--- config.mk ---
export PLATFORM = sky130hd
export DESIGN_NAME = uart_rx_byte
export DESIGN_NICKNAME = d
export VERILOG_FILES = /design/src/rtl/uart_rx_byte.sv
export SDC_FILE = /design/constraint.sdc
export NUM_CORES = 1
export LEC_CHECK = 0
export ABC_AREA = 0
export CAP_MARGIN = 20
export CORE_AREA = 8 8 90 60
export DETAILED_ROUTE_END_ITERATION = 7
export DIE_AREA = 0 0 98 68
export DONT_BUFFER_PORTS = 1
export HOLD_SLACK_MARGIN = 0.03
export PLACE_DENSITY = 0.67
export SYNTH_ARGS = -nofsm -noshare
export SYNTH_HDL_FRONTEND = slang
export SYNTH_SLANG_ARGS = --single-unit
--- constraint.sdc ---
create_clock -name clock -period 5.7 [get_ports clock]
set_clock_uncertainty 0.2 [all_clocks]
set_input_delay 0.57 -clock clock [delete_from_list [all_inputs] [get_ports clock]]
set_output_delay 0.57 -clock clock [all_outputs]
set_load 0.005 [all_outputs]
--- src/rtl/uart_rx_byte.sv ---
// uart_rx_byte: 8N1 serial receiver producing a byte plus one-cycle done strobe, with framing-error and busy flags
module uart_rx_byte #(
  parameter int CLKS_PER_BIT = 868
) (
  input  logic       clock,
  input  logic       reset,
  input  logic       rx_serial,
  output logic [7:0] UART_DATA,
  output logic       UART_DONE,
  output logic       frame_err,
  output logic       busy
);
  localparam int CW = (CLKS_PER_BIT > 1) ? $clog2(CLKS_PER_BIT) : 1;
  localparam logic [CW-1:0] LAST = CW'(CLKS_PER_BIT - 1);
  localparam logic [CW-1:0] HALF_M1 = CW'(CLKS_PER_BIT / 2 - 1);
  typedef enum logic [2:0] {IDLE, START, DATA, STOP, BRK} state_t;
  state_t state_q, state_d;
  logic [CW-1:0] cnt_q, cnt_d;
  logic [2:0] bidx_q, bidx_d;
  logic [7:0] shreg_q, shreg_d, data_q, data_d;
  logic done_q, done_d, ferr_q, ferr_d, busy_q, busy_d;
  logic [1:0] sync_q, sync_d, vld_q, vld_d;
  logic armed_q, armed_d;
  logic rx_s, at_last, at_half;
  assign UART_DATA = data_q;
  assign UART_DONE = done_q;
  assign frame_err = ferr_q;
  assign busy      = busy_q;
  // next-state logic; armed_q blocks a start until a real synchronized high has been seen after reset
  always_comb begin
    sync_d  = {sync_q[0], rx_serial};
    rx_s    = sync_q[1];
    vld_d   = {vld_q[0], 1'b1};
    armed_d = armed_q | (vld_q[1] & rx_s);
    at_last = cnt_q == LAST;
    at_half = cnt_q == HALF_M1;
    state_d = state_q;
    bidx_d  = bidx_q;
    shreg_d = shreg_q;
    data_d  = data_q;
    done_d  = 1'b0;
    ferr_d  = 1'b0;
    case (state_q)
      IDLE:  state_d = (armed_q && !rx_s) ? START : IDLE;
      START: if (at_half) begin
        state_d = rx_s ? IDLE : DATA;
        bidx_d  = 3'd0;
      end
      DATA:  if (at_last) begin
        shreg_d[bidx_q] = rx_s;
        bidx_d  = bidx_q + 3'd1;
        state_d = (bidx_q == 3'd7) ? STOP : DATA;
      end
      STOP:  if (at_last) begin
        state_d = rx_s ? IDLE : BRK;
        done_d  = rx_s;
        ferr_d  = !rx_s;
        data_d  = rx_s ? shreg_q : data_q;
      end
      BRK:   state_d = rx_s ? IDLE : BRK;
      default: state_d = IDLE;
    endcase
    cnt_d  = (state_d != state_q || at_last) ? '0 : cnt_q + CW'(1);
    busy_d = state_d != IDLE;
  end
  // state and output registers
  always_ff @(posedge clock) begin
    if (reset) begin
      state_q <= IDLE;
      cnt_q   <= '0;
      bidx_q  <= '0;
      shreg_q <= '0;
      data_q  <= '0;
      done_q  <= 1'b0;
      ferr_q  <= 1'b0;
      busy_q  <= 1'b0;
      sync_q  <= 2'b11;
      vld_q   <= 2'b00;
      armed_q <= 1'b0;
    end else begin
      state_q <= state_d;
      cnt_q   <= cnt_d;
      bidx_q  <= bidx_d;
      shreg_q <= shreg_d;
      data_q  <= data_d;
      done_q  <= done_d;
      ferr_q  <= ferr_d;
      busy_q  <= busy_d;
      sync_q  <= sync_d;
      vld_q   <= vld_d;
      armed_q <= armed_d;
    end
  end
endmodule
==> impl_summary.log <==
[metrics] Lkg Pwr: 0.747 nW
[metrics] Post-Syn Nets: 203
[metrics] ratio of cells with drive above 1 in the final layout: 13.0%
[metrics] Slew HR: 62.7%
[metrics] number of enable-type register cells in the synthesized netlist: 0
[metrics] Power per Cell Area: 265 nW/µm²
[metrics] PnR worst setup slack: 3.45 ns
[metrics] clock root buffer master: sky130_fd_sc_hd__clkbuf_8
[metrics] number of unique standard cell types used by synthesis: 55
[metrics] Filler Cell Count: 410
[metrics] cell-by-cell listing of the critical path: ha_1, ha_1, nor4bb_1, nand4_1, nand4_1, a32oi_2, nor2_1
[metrics] predominant post-synthesis flop cell: sky130_fd_sc_hd__dfxtp_1
[metrics] Cell Area, Synth: 1960 µm²
[metrics] global-route total usage across every layer: 12.4%
[metrics] data required time of the worst path: 5.72 ns
[metrics] capture point of the worst reg-to-reg path: cnt_q[6]
[metrics] most frequently used cell type in the post-synthesis netlist: sky130_fd_sc_hd__dfxtp_1
[metrics] area enclosed by the die boundary: 6660 µm²
[metrics] library cell occupying the most area in the post-synthesis netlist: sky130_fd_sc_hd__dfxtp_1
[metrics] number of maximum-capacitance constraint violations: 0
[metrics] final net count: 199
[metrics] Place WS: 3.46 ns
[metrics] hold violation total from the final report: 0
[metrics] horizontal die dimension: 98 µm
[metrics] antenna diode count: 0
[metrics] setup slack of the most critical reg-to-reg path: 3.45 ns
[metrics] total clock sinks: 40
[metrics] number of global-route vias before repair: 1328
[metrics] launch instance of the worst min-delay path: reset
[metrics] buffer levels on the longest clock path: 2
[metrics] total detailed-routing wirelength: 3680 µm
[metrics] number of max-slew violations in the final report: 0
[metrics] largest net degree at the start of global routing: 31
[metrics] Total Negative Setup Slacks: 0 ns
[metrics] syn avg cell area: 9.99 µm²
[metrics] CP endpoint kind: register
[metrics] first-pass GRT wire length: 6510 µm
[metrics] Yosys reg bits: 40
[metrics] half-perimeter wire length of the detailed placement result: 2690 µm
[metrics] post-synth top area share: 40.9%
[metrics] top cells by count, synth: sky130_fd_sc_hd__dfxtp_1, sky130_fd_sc_hd__nor2_1, sky130_fd_sc_hd__mux2i_1
[metrics] Tightest Hold Check Type: in -> reg
[metrics] Clk Latency, worst-skew pair: 0.29 ns
[metrics] number of DRC violations after detailed routing: 0
[metrics] chip height: 68 µm
[metrics] Peak VDD IR: 0.126 mV
[metrics] global-route congestion overflow total: 0
[metrics] clock transition at the registers of the reported paths: 0.08 ns
[metrics] upper clock frequency limit: 0.444 GHz
[metrics] worst hold path cell count: 1
[metrics] clock period minus final worst setup slack: 2.25 ns
[metrics] total setup violations reported at the end of the flow: 0
[metrics] IO buf count: 0
[metrics] initial antenna violation count: 0
[metrics] Area growth syn-to-layout: 5.24%
[metrics] startpoint kind of the worst setup timing path: register
[metrics] cell row count: 19
[metrics] Worst Max-Slew Pin Slew: 0.559 ns
[metrics] number of instances in the synthesized netlist: 196
[metrics] sequential share of the synthesized area: 40.9%
[metrics] Crit Path Max Fanout: 11
[metrics] count of routing violations after the opening detailed-route iteration: 93
[metrics] CTS-repair resized insts: 0
[metrics] Critical Path Max Stage Delay: 0.60 ns
[metrics] per-cell routed wire length: 15.0 µm
[metrics] share of synthesized flip-flops with an asynchronous set or reset: 0%
[metrics] clock tree from TritonCTS: done
[metrics] Worst Setup Path Type: reg -> reg
[metrics] Max stage delay cell, worst path: sky130_fd_sc_hd__dfxtp_1
[metrics] CTS Buf Count: 5
[metrics] H-tree depth: 2
[metrics] startpoint of the lowest-slack register-to-register path: bidx_q[0]
[metrics] crit share post-route: 39.5%
[metrics] number of top-level pins: 14
[metrics] post-CTS repair timing setup buffer count: 0
[metrics] Arr. time, crit path: 2.27 ns
[metrics] count of hold buffers inserted by post-cts repair: 0
[metrics] final estimated routing congestion in global placement: 0.849
[metrics] cell types occupying the most area after synthesis: sky130_fd_sc_hd__dfxtp_1, sky130_fd_sc_hd__mux2i_1, sky130_fd_sc_hd__nor2_1
[metrics] count of TritonRoute iterations in the first routing pass: 4
[metrics] per-cell via count in the routed design: 5.51
[metrics] result of the run: finished, final reports clean
[metrics] placeable core area: 4210 µm²
[metrics] unrepaired setup endpoints after global routing: no
[metrics] hold worst-path end: shreg_q[6]
[metrics] worst reg2reg path depth: 7
[metrics] detailed-route via count: 1349
[metrics] Yosys warnings: 0
[metrics] initial core utilization: 46.5%
[metrics] residual antenna-violating net count after detailed routing: 0
per-stage QoR:
step	utilization [%]	hold slack, ns	std cells	instance area [µm²]	power, mW
after floorplan	-	0.189	196	1960	0.324
after global placement	46.4	0.191	237	1950	0.329
after detailed placement	46.4	0.216	237	1950	0.329
after CTS	49.0	0.132	245	2060	0.555
after global routing	49.0	0.127	245	2060	0.573
final	49.0	0.142	245	2060	0.547
worst max-delay path by stage:
stage              start      endpoint  slack, ns  cells after the start
6_report       bidx_q[0]      cnt_q[6]       3.45                      7
4_1_cts        bidx_q[0]      cnt_q[6]       3.43                      7
3_3_place_gp    cnt_q[0]      cnt_q[9]       3.48                      6
3_5_place_dp   bidx_q[0]      cnt_q[9]       3.46                      7
2_1_floorplan   cnt_q[0]  UART_DATA[7]       3.74                      7
5_1_grt        bidx_q[0]      cnt_q[6]       3.22                      7
registers in the layout, summed over array words and instances, names as in the netlist:
register   count
cnt_q         10
UART_DATA      8
shreg_q        8
bidx_q         3
state_q        3
sync_q         2
vld_q          2
UART_DONE      1
armed_q        1
busy           1
frame_err      1
layout by cell type (no fill, tap or decap), types with 2 or more instances in the layout:
master / synthesis / final
sky130_fd_sc_hd__clkbuf_8: 0 / 5
sky130_fd_sc_hd__nand2_1: 6 / 6
sky130_fd_sc_hd__nand4_1: 5 / 5
sky130_fd_sc_hd__o2111ai_1: 2 / 2
sky130_fd_sc_hd__mux2i_1: 18 / 18
sky130_fd_sc_hd__nand4b_1: 2 / 2
sky130_fd_sc_hd__xor2_1: 4 / 4
sky130_fd_sc_hd__and3_1: 3 / 3
sky130_fd_sc_hd__inv_1: 4 / 4
sky130_fd_sc_hd__nor2_1: 36 / 36
sky130_fd_sc_hd__nor4_4: 2 / 2
sky130_fd_sc_hd__xnor2_1: 4 / 4
sky130_fd_sc_hd__a21oi_1: 6 / 6
sky130_fd_sc_hd__and2_1: 2 / 2
sky130_fd_sc_hd__dfxtp_1: 40 / 40
sky130_fd_sc_hd__nor3_1: 2 / 2
sky130_fd_sc_hd__nor4_2: 2 / 2
sky130_fd_sc_hd__a31oi_1: 3 / 3
sky130_fd_sc_hd__nand2b_1: 2 / 2
sky130_fd_sc_hd__or2_2: 2 / 2
sky130_fd_sc_hd__nor2b_1: 2 / 2
sky130_fd_sc_hd__ha_1: 4 / 4
sky130_fd_sc_hd__o211ai_1: 2 / 2
sky130_fd_sc_hd__nand3_1: 6 / 6
critical path: cells and delay by family, from the launching register on:
family	cells	cell delay [ns]
flip-flops	1	0.60
AND/OR/NAND/NOR	4	0.80
AO/OA/AOI/OAI	1	0.24
adder cells (fa/ha/maj)	2	0.34
routing by layer:
metal  up-vias  global-route usage [%]  share of wire, %
met1       625                    17.1                54
met5         -                       0                 0
met4         0                    4.82               1.3
li1        690                       -                 -
met3         6                    4.67               6.4
met2        28                    17.0                38
final cells by class:
cell class | instances | area (µm²) | area share (%)
flip-flops and latches | 40 | 801 | 38.9
inverters | 4 | 15.0 | 0.729
clock buffers | 6 | 72.6 | 3.52
multi-input cells | 141 | 1070 | 52.0
clock inverters | 2 | 35.0 | 1.70
well taps | 52 | 65.1 | 3.16
logic make-up after synthesis:
logic type	count (synthesis)	synth area share, %
adders and majority gates	4	2.56
DFF	40	40.9
xor gates and xnor gates	8	3.58
and+or+nand+nor	91	32.1
muxes	18	9.20
AOI/OAI and AO/OA	20	7.28
buffers and inverters	15	4.34
power by group:
part	internal [mW]	switching, mW	total [mW]
registers	0.286	0.00947	0.295
clock network	0.130	0.0947	0.225
logic	0.0101	0.0168	0.0269
Power figures use the tool's default switching activity.
